File: src/rtl/spi_master_arbiter_pkg.sv
// Shared definitions for the SPI master arbiter and its round-robin picker.
//   arb_state_t : arbiter FSM encoding (IDLE, LAUNCH, WAIT_DONE, GAP)
//   STATE_W     : width of the exported debug state
//   CS_IDLE     : level of a deselected active-low chip select
//   cnt_width() : $clog2-based width helper, never narrower than one bit
package spi_master_arbiter_pkg;

    typedef enum logic [1:0] {
        ST_IDLE      = 2'd0,
        ST_LAUNCH    = 2'd1,
        ST_WAIT_DONE = 2'd2,
        ST_GAP       = 2'd3
    } arb_state_t;

    localparam int   STATE_W = 2;
    localparam logic CS_IDLE = 1'b1;

    // Width needed to count 0..n-1. A degenerate n still gets a one-bit counter.
    function automatic int cnt_width(input int n);
        return (n <= 2) ? 1 : $clog2(n);
    endfunction

endpackage

File: src/rtl/spi_rr_picker.sv
// Purely combinational round-robin picker.
//   request    : per-client request vector
//   last_grant : index of the client served most recently
//   winner     : one-hot winner, all zero when nothing is requested
//   winner_idx : binary index of the winner (0 when nothing is requested)
//   any        : at least one request is present
// The search starts at (last_grant+1) mod N and wraps around.
module spi_rr_picker
    import spi_master_arbiter_pkg::*;
#(
    parameter int N     = 4,
    parameter int IDX_W = 2
) (
    input  logic [N-1:0]     request,
    input  logic [IDX_W-1:0] last_grant,
    output logic [N-1:0]     winner,
    output logic [IDX_W-1:0] winner_idx,
    output logic             any
);

    int               cand;
    logic [IDX_W-1:0] cand_idx;

    always_comb begin
        winner     = '0;
        winner_idx = '0;
        any        = |request;
        cand       = 0;
        cand_idx   = '0;
        // Walk from the farthest candidate to the nearest one so the
        // nearest requester after last_grant overwrites everyone else.
        for (int k = N; k >= 1; k--) begin
            cand     = (int'(last_grant) + k) % N;
            cand_idx = IDX_W'(cand);
            if (request[cand_idx]) begin
                winner           = '0;
                winner[cand_idx] = 1'b1;
                winner_idx       = cand_idx;
            end
        end
    end

endmodule

File: src/rtl/spi_master_arbiter.sv
// Shares one SPI master between REQUESTERS clients with round-robin grants.
// Ports:
//   IN_CLOCK, IN_RESET            : clock, synchronous active-high reset
//   IN_REQUEST / IN_REQUEST_HOLD  : per-client request and burst-hold
//   IN_REQUEST_DATA               : client i drives [i*PACK_LENGTH +: PACK_LENGTH]
//   OUT_GRANT                     : one-hot current grant (or zero)
//   OUT_DONE                      : one-cycle completion pulse to the granted client
//   OUT_RECEIVE_DATA              : last captured pack, held until the next capture
//   OUT_TIMEOUT                   : one-cycle pulse when the watchdog aborts
//   OUT_SPI_LAUNCH / OUT_SPI_DATA : launch pulse and pack towards the master
//   IN_SPI_RECEIVE_DATA           : pack received by the master
//   IN_SPI_ACTION_DONE            : master completion pulse
//   IN_SPI_CS / OUT_CS            : master CS fanned out to the granted device
//   OUT_STATE                     : debug view of the FSM state
//
// Handshake: a client raises IN_REQUEST with its data and keeps both stable
// until it sees OUT_DONE (or the grant disappears after OUT_TIMEOUT). The
// transaction is committed once granted; lowering IN_REQUEST afterwards only
// prevents a hold burst. Towards the master, OUT_SPI_LAUNCH is a single-cycle
// pulse and exactly one IN_SPI_ACTION_DONE is accepted per launch, and only
// while waiting for it.
module spi_master_arbiter
    import spi_master_arbiter_pkg::*;
#(
    parameter int REQUESTERS   = 4,
    parameter int PACK_LENGTH  = 8,
    parameter int TIMEOUT_CLKS = 256,
    parameter int GAP_CLKS     = 2
) (
    input  logic                              IN_CLOCK,
    input  logic                              IN_RESET,
    input  logic [REQUESTERS-1:0]             IN_REQUEST,
    input  logic [REQUESTERS-1:0]             IN_REQUEST_HOLD,
    input  logic [REQUESTERS*PACK_LENGTH-1:0] IN_REQUEST_DATA,
    output logic [REQUESTERS-1:0]             OUT_GRANT,
    output logic [REQUESTERS-1:0]             OUT_DONE,
    output logic [PACK_LENGTH-1:0]            OUT_RECEIVE_DATA,
    output logic                              OUT_TIMEOUT,
    output logic                              OUT_SPI_LAUNCH,
    output logic [PACK_LENGTH-1:0]            OUT_SPI_DATA,
    input  logic [PACK_LENGTH-1:0]            IN_SPI_RECEIVE_DATA,
    input  logic                              IN_SPI_ACTION_DONE,
    input  logic                              IN_SPI_CS,
    output logic [REQUESTERS-1:0]             OUT_CS,
    output logic [STATE_W-1:0]                OUT_STATE
);

    localparam int IDX_W = cnt_width(REQUESTERS);
    localparam int WD_W  = cnt_width(TIMEOUT_CLKS);
    localparam int GAP_W = cnt_width(GAP_CLKS);

    localparam logic [WD_W-1:0]  WD_LAST  = WD_W'(TIMEOUT_CLKS - 1);
    localparam logic [GAP_W-1:0] GAP_LAST = GAP_W'(GAP_CLKS - 1);
    localparam logic [IDX_W-1:0] IDX_LAST = IDX_W'(REQUESTERS - 1);

    arb_state_t             state;
    logic [IDX_W-1:0]       grant_idx;
    logic [IDX_W-1:0]       last_grant;
    logic [WD_W-1:0]        wd_cnt;
    logic [GAP_W-1:0]       gap_cnt;

    logic [REQUESTERS-1:0]  pick_onehot;
    logic [IDX_W-1:0]       pick_idx;
    logic                   pick_any;
    logic [PACK_LENGTH-1:0] pick_data;
    logic [PACK_LENGTH-1:0] held_data;
    logic                   hold_burst;

    spi_rr_picker #(
        .N     (REQUESTERS),
        .IDX_W (IDX_W)
    ) u_picker (
        .request    (IN_REQUEST),
        .last_grant (last_grant),
        .winner     (pick_onehot),
        .winner_idx (pick_idx),
        .any        (pick_any)
    );

    // Data of the arbitration winner and of the current owner (for bursts).
    always_comb begin
        pick_data = '0;
        held_data = '0;
        for (int i = 0; i < REQUESTERS; i++) begin
            if (pick_idx == IDX_W'(i))
                pick_data = IN_REQUEST_DATA[i*PACK_LENGTH +: PACK_LENGTH];
            if (grant_idx == IDX_W'(i))
                held_data = IN_REQUEST_DATA[i*PACK_LENGTH +: PACK_LENGTH];
        end
    end

    // OUT_GRANT is one-hot, so this reduces to hold && request of the owner.
    assign hold_burst = |(OUT_GRANT & IN_REQUEST_HOLD & IN_REQUEST);

    always_ff @(posedge IN_CLOCK) begin
        if (IN_RESET) begin
            state            <= ST_IDLE;
            grant_idx        <= '0;
            last_grant       <= IDX_LAST;
            wd_cnt           <= '0;
            gap_cnt          <= '0;
            OUT_GRANT        <= '0;
            OUT_DONE         <= '0;
            OUT_TIMEOUT      <= 1'b0;
            OUT_SPI_LAUNCH   <= 1'b0;
            OUT_SPI_DATA     <= '0;
            OUT_RECEIVE_DATA <= '0;
        end else begin
            OUT_DONE       <= '0;
            OUT_TIMEOUT    <= 1'b0;
            OUT_SPI_LAUNCH <= 1'b0;
            case (state)
                ST_IDLE: begin
                    if (pick_any) begin
                        state          <= ST_LAUNCH;
                        OUT_GRANT      <= pick_onehot;
                        grant_idx      <= pick_idx;
                        OUT_SPI_DATA   <= pick_data;
                        OUT_SPI_LAUNCH <= 1'b1;
                    end
                end
                ST_LAUNCH: begin
                    state  <= ST_WAIT_DONE;
                    wd_cnt <= '0;
                end
                ST_WAIT_DONE: begin
                    // Completion takes priority over the watchdog's last cycle.
                    if (IN_SPI_ACTION_DONE) begin
                        OUT_RECEIVE_DATA <= IN_SPI_RECEIVE_DATA;
                        OUT_DONE         <= OUT_GRANT;
                        if (hold_burst) begin
                            // Keep the grant and the pointer; relaunch immediately.
                            state          <= ST_LAUNCH;
                            OUT_SPI_DATA   <= held_data;
                            OUT_SPI_LAUNCH <= 1'b1;
                        end else begin
                            state      <= ST_GAP;
                            gap_cnt    <= '0;
                            OUT_GRANT  <= '0;
                            last_grant <= grant_idx;
                        end
                    end else if (wd_cnt == WD_LAST) begin
                        OUT_TIMEOUT <= 1'b1;
                        state       <= ST_GAP;
                        gap_cnt     <= '0;
                        OUT_GRANT   <= '0;
                        last_grant  <= grant_idx;
                    end else begin
                        wd_cnt <= wd_cnt + 1'b1;
                    end
                end
                ST_GAP: begin
                    if (gap_cnt == GAP_LAST)
                        state <= ST_IDLE;
                    else
                        gap_cnt <= gap_cnt + 1'b1;
                end
                default: state <= ST_IDLE;
            endcase
        end
    end

    // Only the granted device follows the master CS; all others stay deselected.
    always_comb begin
        for (int i = 0; i < REQUESTERS; i++)
            OUT_CS[i] = OUT_GRANT[i] ? IN_SPI_CS : CS_IDLE;
    end

    assign OUT_STATE = state;

endmodule

File: config.mk
export PLATFORM = sky130hd
export DESIGN_NAME = spi_master_arbiter
export DESIGN_NICKNAME = d
export VERILOG_FILES = /design/src/rtl/spi_master_arbiter_pkg.sv /design/src/rtl/spi_rr_picker.sv /design/src/rtl/spi_master_arbiter.sv
export SDC_FILE = /design/constraint.sdc
export NUM_CORES = 1
export LEC_CHECK = 0
export ABC_AREA = 1
export ABC_CLOCK_PERIOD_IN_PS = 3140
export BUFFER_PORTS_ARGS = -buffer_cell sky130_fd_sc_hd__clkbuf_2
export CAP_MARGIN = 0
export CORE_MARGIN = 5
export CORE_UTILIZATION = 30
export CTS_CLUSTER_SIZE = 10
export DETAILED_ROUTE_END_ITERATION = 8
export SYNTH_ARGS = -nofsm -noshare
export SYNTH_HDL_FRONTEND = slang
export SYNTH_SLANG_ARGS = --single-unit
File: constraint.sdc
create_clock -name IN_CLOCK -period 3.14 [get_ports IN_CLOCK]
set_clock_uncertainty 0.2 [all_clocks]
set_input_delay 0.157 -clock IN_CLOCK [delete_from_list [all_inputs] [get_ports IN_CLOCK]]
set_output_delay 0.157 -clock IN_CLOCK [all_outputs]
set_load 0.1 [all_outputs]
==> summary.log, run 1 <==
[sta] fraction of the cycle the final worst path needs 0.830
[place] number of cells after detailed placement 597
[grt] total global routing overflow 0
[hold_path] endpoint of the worst hold path OUT_SPI_DATA[7]
[layout] area grow syn2layout 25.6%
[sta] normalized max-slew margin 0.553
[pwr] PwrDens 569 nW/um2
[hold_path] worst hold-check path type in2reg
[critical_path] critical path type reg2reg
[synth] number of enable flip-flop cells after synthesis 0
[floorplanning] Die Outline Area 11400 um2
[clock_network] number of sinks driven by the clock tree 41
[pwr] sw frac 0.480
[place] IO buf count 83
[clock_network] TritonCTS buffer count 5
[synth] Synthesis Warnings 0
[place] DP HPWL 6.55 mm
[synth] Primary FF master, synth sky130_fd_sc_hd__dfxtp_1
[layout] number of antenna diodes 0
[drt] residual antenna-violating net count after detailed routing 0
[place] RD Place Congestion 0.844
[synth] Synth Register Bits 41
[critical_path] CP cell instances inv_4 > ha_1 > inv_1 > nand3_1 > nand2_2 > inv_2 > nand2_4 > nand2_4 > nand2_8 > nand2_8 > o21bai_2 > nand3_1 > nand2_1 > a21oi_2
[pwr] Cell Int Power 0.00104 W
[sta] number of pins with negative max-slew slack in the final report 0
[sta] Sum Neg Setup Slack 0 ns
[grt] wire length of the first global-routing pass 14.2 mm
[floorplanning] effective utilization at floorplan 0.306
[pwr] fraction of power consumed by sequential logic 0.307
[job] max-capacitance violation count 0
[drt] violation count after the first detailed-routing iteration 237
[hold_path] number of stages on the worst hold path 5
[synth] post-synthesis instance area 2800 um2
[synth] share of synthesized registers carrying an async set or reset 0
[floorplanning] row count 35
[pwr] relative contribution of the clock network to total power 0.219
[drt] average routed wire per standard cell 13.8 um
[critical_path] r2r startpoint last_grant[0]
[critical_path] CP Launch Type flop
[synth] Synth Area in Compound Gates 0.198
[pwr] proportion of power drawn by combinational gates 0.474
[critical_path] Critical Path End Type flop
[drt] average vias per placed instance 4.95
[critical_path] worst reg-to-reg path cell count 14
[clock_network] clock insertion delay at the later pin of the skew report 0.30 ns
[layout] net count reported at finish 562
[critical_path] required time at the worst-slack endpoint 3.13 ns
[pwr] Peak supply drop 0.225 mV
[synth] multiplexer share of the synthesized area 0
[synth] largest family of logic cells by synthesized area simple AND/OR/NAND/NOR gates
[sta] Fin. Hold Viols 0
[floorplanning] Die H 107 um
[synth] net count of the mapped netlist 471
[pwr] net load switching power 0.000960 W
[drt] count of vias placed by the detailed router 3042
[layout] count of non-filler cells in the finished layout 614
[drt] detailed-route DRC error count 0
[hold_path] hold path startpoint IN_REQUEST_DATA[23]
[sta] # setup viols final 0
[synth] portion of the post-synthesis area used by sequential elements 0.293
[synth] Post-Synth Adder-Cell Area 0.0357
[grt] largest net degree at the start of global routing 25
[sta] Max Freq 384 MHz
[clock_network] clock tree from TritonCTS yes
[drt] Routed Wire Length 8.49 mm
[layout] final instance area 3520 um2
[synth] average footprint of a synthesized cell 6.81 um2
[floorplanning] IO Count 84
[clock_network] cell at the root of the clock tree sky130_fd_sc_hd__clkbuf_8
[drt] first-pass iteration count of the detailed router 4
[synth] simple logic cell fraction of the synthesized area 0.361
[critical_path] Slowest cell on crit path sky130_fd_sc_hd__dfxtp_1
[clock_network] clock transition at the register clock pins on the worst setup and hold paths after CTS 0.09 ns
[grt] number of global-route vias before repair 2994
[grt] initial antenna violation count 0
[critical_path] flop2flop setup slack 0.53 ns
[synth] number of distinct library cells after synthesis 38
[sta] slew at the pin closest to its max-slew limit 0.668 ns
[pwr] total power of the final layout 0.00200 W
[critical_path] arrival time of the worst setup path 2.59 ns
[grt] global-route total usage across every layer 0.152
[synth] area share of xor/xnor cells in the synthesized design 0
[critical_path] capture point of the worst reg-to-reg path OUT_SPI_DATA[6]
[synth] Gate Count Post-Synth 411
[clock_network] CTS max path bufs 2
[sta] unrepaired setup endpoints after global routing no
[sta] final critical-path required period 2.61 ns
[critical_path] critical path fanouts, max 24
[outcome] run status finished, final reports clean
[layout] fill cell instance count of the final layout 945
[clock_network] post_cts resized 0
[floorplanning] area of the core region 9150 um2
[clock_network] deepest level of the CTS H-tree 2
[floorplanning] die extent in x 107 um
[layout] post-layout utilization of the core 0.384
[place] placed cell area 3310 um2
[layout] fraction of layout cells with a size suffix above 1 0.284
[pwr] leakage power 1.67 nW
[critical_path] slowest stage delay, CP 0.56 ns
## stage by stage
step	hold WS [ns]	setup slack, ns
global route	0.0351	0.354
floorplan	0.0350	0.664
CTS	0.0172	0.543
detailed placement	0.187	0.566
finish	0.0179	0.532
global placement	0.182	0.574
## cell type report
| cell class | count | area [um2] | area share |
|---|---|---|---|
| Timing Repair Buffer | 97 | 543 | 0.154 |
| Inverter | 60 | 230 | 0.0655 |
| Sequential cell | 41 | 821 | 0.233 |
| Tap cell | 111 | 139 | 0.0395 |
| Clock inverter | 3 | 46.3 | 0.0132 |
| Multi-Input combinational cell | 297 | 1670 | 0.474 |
| Clock buffer | 5 | 68.8 | 0.0196 |
## synth_stat cells (all sizes together) (2+ instances only)
cell type	number	area [um2]
a21oi	31	181
a221oi	2	17.5
a31oi	2	12.5
buf	9	66.3
clkbuf	4	15.0
clkinv	7	26.3
dfxtp	41	821
ha	8	100
inv	53	204
nand2	99	454
nand3	52	310
nand4	9	56.3
nor2	35	139
nor3	4	20.0
nor4	3	18.8
o2111ai	7	61.3
o211ai	4	30.0
o21ai	27	135
o21bai	7	78.8
## power groups by stage
stage	clock [W]	sequential, W	combinational (W)
after detailed placement	0	0.000628	0.000936
final	0.000438	0.000615	0.000948
after global routing	0.000477	0.000624	0.00103
after global placement	0	0.000628	0.000936
after CTS	0.000450	0.000616	0.000948
after floorplan	0	0.000905	0.000480
## per-layer routing
metal / share of wire / track usage / vias to the layer above
met1: 0.46 / 0.201 / 1393
met5: 0 / 0 / -
met3: 0.058 / 0.0361 / 9
met2: 0.47 / 0.253 / 83
li1: - / - / 1557
met4: 0.0088 / 0.0311 / 0
## how the worst max path moves through the flow
stage	from	end	slack [ns]
4_1_cts	last_grant[0]	OUT_SPI_DATA[6]	0.54
3_3_place_gp	last_grant[0]	OUT_SPI_DATA[6]	0.57
2_1_floorplan	OUT_STATE[1]	OUT_SPI_DATA[0]	0.66
3_5_place_dp	last_grant[0]	OUT_SPI_DATA[6]	0.57
5_1_grt	OUT_STATE[1]	OUT_SPI_DATA[6]	0.35
6_report	last_grant[0]	OUT_SPI_DATA[6]	0.53
## worst max-delay path, delay by kind of cell, from the launching register on
family	cells	cell delay (ns)
AND/OR/NAND/NOR	8	0.85
flip-flops	1	0.56
adder cells (fa/ha/maj)	1	0.37
buffers and inverters	3	0.31
AO/OA/AOI/OAI	2	0.19
## timing repair
item / in CTS / in global routing
hold buffers: 9 / 0
setup buffers: 0 / 0
endpoints found under the hold margin: 9 / 0
setup endpoints to repair: 0 / 0
## kinds of logic (layout without fill, tap and decap cells)
logic type / Yosys count / in the layout
adder cells (fa/ha/maj): 8 / 8
flip-flops: 41 / 41
buffers and inverters: 73 / 165
AO/OA/AOI/OAI: 85 / 85
AND/OR/NAND/NOR: 204 / 204
## sequential cells by signal, summed over array words and instances (netlist names)
register,count
OUT_GRANT,4
grant_idx,2
OUT_RECEIVE_DATA,8
OUT_STATE,2
OUT_TIMEOUT,1
OUT_DONE,4
OUT_SPI_LAUNCH,1
OUT_SPI_DATA,8
wd_cnt,8
last_grant,2
gap_cnt,1
## cells in the final DEF (no fill, tap or decap), drive strengths merged, types with 2 or more instances in the layout
master,instances
ha,8
buf,5
o2111ai,7
dlygate4sd3,9
nor4,3
inv,53
nand2,99
dfxtp,41
nand3,52
nand4,9
nor3,4
a31oi,2
a221oi,2
clkbuf,88
a21oi,31
clkinv,8
o211ai,4
nor2,35
o21bai,7
o21ai,27
Note: power is estimated with default switching activity, not from simulation.
==> run 2: changes to the inputs <==
Settings changed: ABC_CLOCK_PERIOD_IN_PS 3140 to 2600.
Clock period 3.14 ns to 2.6 ns, I/O delays scaled along.
==> run 2 against run 1 <==
  * Via count down 0.82%
  * Highest routed layer unchanged
  * Total power is 21% higher
  * Sequential power rose by 20%
==> summary.log, run 2 (synthesis gave the netlist of run 1 again) <==
[layout] number of antenna diodes 0
[critical_path] CP Launch Type flop
[critical_path] CP Buf/Inv Count 3
[pwr] proportion of power drawn by combinational gates 0.474
[layout] fraction of layout cells with a size suffix above 1 0.288
[floorplanning] die extent in x 107 um
[floorplanning] IO Count 84
[sta] final critical-path required period 2.37 ns
[grt] number of global-route vias before repair 2932
[clock_network] deepest level of the CTS H-tree 2
[grt] wire length of the first global-routing pass 13.8 mm
[clock_network] clock tree from TritonCTS yes
[critical_path] family of cells with the greatest summed delay on the critical path simple AND/OR/NAND/NOR gates
[critical_path] arrival time of the worst setup path 2.41 ns
[clock_network] clock insertion delay at the later pin of the skew report 0.30 ns
[critical_path] slowest stage delay, CP 0.40 ns
[layout] final instance area 3550 um2
[pwr] net load switching power 0.00115 W
[pwr] Cell Int Power 0.00126 W
[drt] count of vias placed by the detailed router 3017
[layout] leading cell type in the layout, fill and taps excluded sky130_fd_sc_hd__nand2_1
[sta] slew at the pin closest to its max-slew limit 0.639 ns
[layout] fill cell instance count of the final layout 956
[place] IO buf count 83
[sta] fraction of the cycle the final worst path needs 0.913
[sta] Fin. Hold Viols 0
[clock_network] TritonCTS buffer count 5
[layout] commonest non-fill, non-tap cells in the layout sky130_fd_sc_hd__nand2_1 (85), sky130_fd_sc_hd__clkbuf_2 (83), sky130_fd_sc_hd__inv_1 (48)
[drt] Routed Wire Length 8.43 mm
[drt] residual antenna-violating net count after detailed routing 0
[critical_path] CP cell instances inv_1 > ha_1 > inv_1 > nand3_2 > nand2_2 > nor2_2 > nand2_8 > nand2_8 > inv_1 > nand2_1 > nand2_1 > nand2_1 > nand2_1 > a21oi_1
[critical_path] required time at the worst-slack endpoint 2.64 ns
[sta] unrepaired setup endpoints after global routing no
[pwr] sw frac 0.477
[grt] largest net degree at the start of global routing 25
[clock_network] post-CTS setup buffer count 0
[place] DP HPWL 6.34 mm
[drt] average routed wire per standard cell 13.6 um
[clock_network] clock transition at the register clock pins on the worst setup and hold paths after CTS 0.09 ns
[clock_network] CTS max path bufs 2
[sta] Max Freq 421 MHz
[sta] number of pins with negative max-slew slack in the final report 0
[layout] area grow syn2layout 26.9%
[clock_network] number of sinks driven by the clock tree 41
[floorplanning] effective utilization at floorplan 0.306
[place] RD Place Congestion 0.863
[critical_path] Most Frequent Cell on Critical Path sky130_fd_sc_hd__nand2_1
[sta] # setup viols final 0
[drt] average vias per placed instance 4.88
[hold_path] worst hold-check path type in2reg
[job] max-capacitance violation count 0
[critical_path] Slowest cell on crit path sky130_fd_sc_hd__dfxtp_2
[layout] total area of sequential cells 822 um2
[clock_network] cell at the root of the clock tree sky130_fd_sc_hd__clkbuf_8
[drt] first-pass iteration count of the detailed router 5
[pwr] PwrDens 681 nW/um2
[critical_path] Critical Path End Type flop
[layout] net count reported at finish 566
[pwr] Peak supply drop 0.414 mV
[pwr] relative contribution of the clock network to total power 0.220
[drt] violation count after the first detailed-routing iteration 167
[critical_path] critical path fanouts, max 24
[layout] post-layout utilization of the core 0.388
[floorplanning] Die Outline Area 11400 um2
[critical_path] critical path type reg2reg
[sta] Sum Neg Setup Slack 0 ns
[grt] total global routing overflow 0
[floorplanning] row count 35
[pwr] fraction of power consumed by sequential logic 0.306
[pwr] leakage power 1.69 nW
[layout] total area of multi-input combinational cells 1670 um2
[floorplanning] area of the core region 9150 um2
[outcome] run status finished, final reports clean
[sta] normalized max-slew margin 0.573
[drt] detailed-route DRC error count 0
[place] placed cell area 3330 um2
[floorplanning] Die H 107 um
[layout] largest registers OUT_RECEIVE_DATA (8), OUT_SPI_DATA (8), wd_cnt (8)
[grt] global-route total usage across every layer 0.148
[grt] initial antenna violation count 0
## run 2: cell types whose count changed in the layout (fill, tap and decap cells not counted)
cell and change:
sky130_fd_sc_hd__inv_4 +1, sky130_fd_sc_hd__buf_4 +2, sky130_fd_sc_hd__dfxtp_2 +1, sky130_fd_sc_hd__dlygate4sd3_1 +2, sky130_fd_sc_hd__inv_2 -1, sky130_fd_sc_hd__dfxtp_1 -1
## run 2: metal layers
layer / vias to the layer above / global-route usage / wire length (um)
met5: - / 0 / 0
met4: 0 / 0.0438 / 121
met3: 11 / 0.0379 / 507
met2: 85 / 0.253 / 4070
met1: 1362 / 0.182 / 3730
li1: 1559 / - / -
## run 2: timing repair
item,in CTS,in global routing
setup endpoints to repair,0,9
hold endpoints to repair,14,0
hold buffers,11,0
resized for setup,0,3
## run 2: cell type report
| type | count | area share |
|---|---|---|
| flip-flops and latches | 41 | 0.231 |
| clock buffers | 5 | 0.0194 |
| well taps | 111 | 0.0391 |
| multi-input cells | 297 | 0.469 |
| repair buffers | 101 | 0.163 |
| inverters | 60 | 0.0655 |
| clock inverters | 3 | 0.0130 |
## run 2: path summary, 6_finish.rpt
check,from,to,depth (start not counted),slack (ns)
worst min register to register,wd_cnt[7],wd_cnt[7],2,0.28
worst min-delay path,IN_REQUEST_DATA[10],OUT_SPI_DATA[2],5,0.03
worst max-delay path,last_grant[1],OUT_SPI_DATA[7],14,0.23
worst max register to register,last_grant[1],OUT_SPI_DATA[7],14,0.23
## run 2: power by group through the flow
stage | logic [W] | registers, W | clock network (W)
after floorplan | 0.000579 | 0.00109 | 0
after global placement | 0.00113 | 0.000755 | 0
after detailed placement | 0.00113 | 0.000755 | 0
after CTS | 0.00114 | 0.000741 | 0.000554
after global routing | 0.00124 | 0.000752 | 0.000580
final | 0.00115 | 0.000741 | 0.000532
## run 2: worst reg2reg max path, cell delays in order (launching register included)
cell and delay, ns:
sky130_fd_sc_hd__dfxtp_2 0.40, sky130_fd_sc_hd__inv_1 0.14, sky130_fd_sc_hd__ha_1 0.36, sky130_fd_sc_hd__inv_1 0.08, sky130_fd_sc_hd__nand3_2 0.09, sky130_fd_sc_hd__nand2_2 0.12
sky130_fd_sc_hd__nor2_2 0.22, sky130_fd_sc_hd__nand2_8 0.10, sky130_fd_sc_hd__nand2_8 0.19, sky130_fd_sc_hd__inv_1 0.11, sky130_fd_sc_hd__nand2_1 0.07, sky130_fd_sc_hd__nand2_1 0.05
sky130_fd_sc_hd__nand2_1 0.05, sky130_fd_sc_hd__nand2_1 0.04, sky130_fd_sc_hd__a21oi_1 0.10
## run 2: stage by stage
step / worst slack (ns) / hold slack [ns] / instances / power [W]
3_5_place_dp: 0.119 / 0.165 / 599 / 0.00188
3_3_place_gp: 0.235 / 0.155 / 599 / 0.00188
5_1_grt: 0.0379 / 0.0504 / 618 / 0.00258
4_1_cts: 0.124 / 0.00917 / 618 / 0.00244
6_report: 0.227 / 0.0295 / 618 / 0.00242
2_1_floorplan: 0.124 / 0.00801 / 411 / 0.00167
==> run 3: changes to the inputs <==
Settings changed: REMOVE_ABC_BUFFERS set to 1.
==> run 3 against run 2 <==
  * Non-clock buffer count is 1 higher
  * Routed wire length is 2.0% higher
  * Total power is 0.62% higher
  * Hold slack worse by 0.023 ns
  * Worst setup slack better by 0.022 ns
  * Clock power hardly changed
  * Via count is 2.2% higher
  * Sequential share of layout area hardly changed
  * Cell count is 0.16% higher
  * First-iteration DRC count is 25% higher
==> summary.log, run 3 (synthesis gave the netlist of run 1 again) <==
[sta] fraction of the cycle the final worst path needs 0.904
[critical_path] Most Frequent Cell on Critical Path sky130_fd_sc_hd__nand2_1
[pwr] sw frac 0.479
[layout] fill cell instance count of the final layout 963
[clock_network] number of sinks driven by the clock tree 41
[pwr] PwrDens 684 nW/um2
[drt] count of vias placed by the detailed router 3083
[pwr] net load switching power 0.00117 W
[hold_path] number of stages on the worst hold path 2
[drt] detailed-route DRC error count 0
[floorplanning] Die H 107 um
[floorplanning] die extent in x 107 um
[clock_network] clock tree from TritonCTS yes
[critical_path] critical path fanouts, max 24
[sta] unrepaired setup endpoints after global routing no
[critical_path] arrival time of the worst setup path 2.39 ns
[pwr] relative contribution of the clock network to total power 0.219
[pwr] proportion of power drawn by combinational gates 0.480
[clock_network] TritonCTS buffer count 5
[layout] commonest non-fill, non-tap cells in the layout sky130_fd_sc_hd__nand2_1 (85), sky130_fd_sc_hd__clkbuf_2 (83), sky130_fd_sc_hd__inv_1 (48)
[place] RD Place Congestion 0.891
[sta] # setup viols final 0
[sta] Sum Neg Setup Slack 0 ns
[clock_network] post-CTS setup buffer count 0
[pwr] Peak supply drop 0.357 mV
[drt] violation count after the first detailed-routing iteration 208
[floorplanning] IO Count 84
[clock_network] clock insertion delay at the later pin of the skew report 0.30 ns
[grt] total global routing overflow 0
[grt] number of global-route vias before repair 2990
[critical_path] required time at the worst-slack endpoint 2.64 ns
[clock_network] CTS max path bufs 2
[critical_path] Slowest cell on crit path sky130_fd_sc_hd__dfxtp_2
[sta] number of pins with negative max-slew slack in the final report 0
[sta] slew at the pin closest to its max-slew limit 0.651 ns
[critical_path] slowest stage delay, CP 0.41 ns
[sta] Max Freq 425 MHz
[critical_path] critical path type reg2reg
[floorplanning] Die Outline Area 11400 um2
[critical_path] capture point of the worst reg-to-reg path OUT_SPI_DATA[7]
[drt] residual antenna-violating net count after detailed routing 0
[place] DP HPWL 6.57 mm
[drt] first-pass iteration count of the detailed router 5
[place] IO buf count 83
[pwr] total power of the final layout 0.00243 W
[critical_path] flop2flop setup slack 0.25 ns
[layout] largest registers OUT_RECEIVE_DATA (8), OUT_SPI_DATA (8), wd_cnt (8)
[critical_path] CP Launch Type flop
[grt] wire length of the first global-routing pass 14.2 mm
[critical_path] CP cell instances inv_1 > ha_1 > inv_1 > nand3_1 > nand2_2 > inv_2 > nand2_4 > nand2_4 > nand2_8 > nand2_8 > inv_1 > nand2_1 > nand2_1 > nand2_1 > nand2_1 > a21oi_1
[hold_path] endpoint of the worst hold path wd_cnt[1]
[drt] average routed wire per standard cell 13.9 um
[critical_path] Critical Path End Type flop
[layout] leading cell type in the layout, fill and taps excluded sky130_fd_sc_hd__nand2_1
[sta] Fin. Hold Viols 0
[layout] post-layout utilization of the core 0.389
[layout] count of non-filler cells in the finished layout 619
[outcome] run status finished, final reports clean
[grt] initial antenna violation count 0
[hold_path] worst hold-check path type in2reg
[hold_path] hold path startpoint IN_RESET
[sta] final critical-path required period 2.35 ns
[pwr] Cell Int Power 0.00127 W
[grt] largest net degree at the start of global routing 25
[pwr] fraction of power consumed by sequential logic 0.302
[grt] global-route total usage across every layer 0.152
[clock_network] cell at the root of the clock tree sky130_fd_sc_hd__clkbuf_8
[layout] fraction of layout cells with a size suffix above 1 0.291
[clock_network] clock transition at the register clock pins on the worst setup and hold paths after CTS 0.09 ns
[place] number of cells after detailed placement 601
[clock_network] deepest level of the CTS H-tree 2
[drt] Routed Wire Length 8.60 mm
[pwr] leakage power 1.69 nW
[floorplanning] effective utilization at floorplan 0.306
[floorplanning] area of the core region 9150 um2
[sta] normalized max-slew margin 0.565
[job] max-capacitance violation count 0
[critical_path] r2r startpoint last_grant[1]
[floorplanning] row count 35
[layout] number of antenna diodes 0
[critical_path] worst reg-to-reg path cell count 16
[layout] net count reported at finish 567
[drt] average vias per placed instance 4.98
[layout] area grow syn2layout 27.0%
run 3: changes by cell type in the layout (fill, tap and decap cells not counted), sizes merged:
cell,change
dlygate4sd3,-1
buf,+2
run 3: worst max path at each step:
stage                     cells after the start              end     startpoint
after floorplan                               9  OUT_SPI_DATA[0]   OUT_STATE[1]
final                                        16  OUT_SPI_DATA[7]  last_grant[1]
after detailed placement                     16  OUT_SPI_DATA[7]  last_grant[1]
after global routing                         16  OUT_SPI_DATA[7]  last_grant[1]
after CTS                                    16  OUT_SPI_DATA[7]  last_grant[1]
after global placement                       14  OUT_SPI_DATA[7]  last_grant[1]
run 3: stage by stage:
stage	setup WS, ns	hold slack [ns]	area, um2
6_report	0.248	0.00653	3560
5_1_grt	0.0508	0.00158	3560
4_1_cts	0.137	0.00418	3560
3_5_place_dp	0.144	0.164	3340
3_3_place_gp	0.251	0.152	3340
2_1_floorplan	-0.687	-0.000934	2720
run 3: critical path: cells and delay by family, from the launching register on:
kind                     cells  cell delay, ns
flip-flops                   1            0.41
adder cells (fa/ha/maj)      1            0.35
AO/OA/AOI/OAI                1            0.10
AND/OR/NAND/NOR             10            0.82
buffers and inverters        4            0.40
run 3: routing by layer:
metal | track usage | vias to the layer above | routed length, um
li1 | - | 1557 | -
met1 | 0.212 | 1377 | 4000
met2 | 0.236 | 139 | 3810
met3 | 0.0355 | 10 | 689
met4 | 0.0429 | 0 | 102
met5 | 0 | - | 0
run 3: layout make-up:
cell class | instances | area, um2 | share of cell area
Clock buffer | 5 | 68.8 | 0.0193
Clock inverter | 3 | 46.3 | 0.0130
Inverter | 60 | 230 | 0.0647
Multi-Input combinational cell | 297 | 1670 | 0.469
Sequential cell | 41 | 822 | 0.231
Tap cell | 111 | 139 | 0.0390
Timing Repair Buffer | 102 | 583 | 0.164
run 3: repair_timing:
item                                    CTS  global route
hold endpoints to repair                 10             0
gates resized for setup                   0             1
endpoints found under the setup margin    0             9
hold buffers                             10             0
run 3: power by group through the flow:
stage	clock network [W]	registers, W	logic [W]
detailed placement	0	0.000749	0.00115
CTS	0.000550	0.000735	0.00117
finish	0.000532	0.000734	0.00117
global route	0.000581	0.000745	0.00126
floorplan	0	0.00110	0.000535
global placement	0	0.000748	0.00114
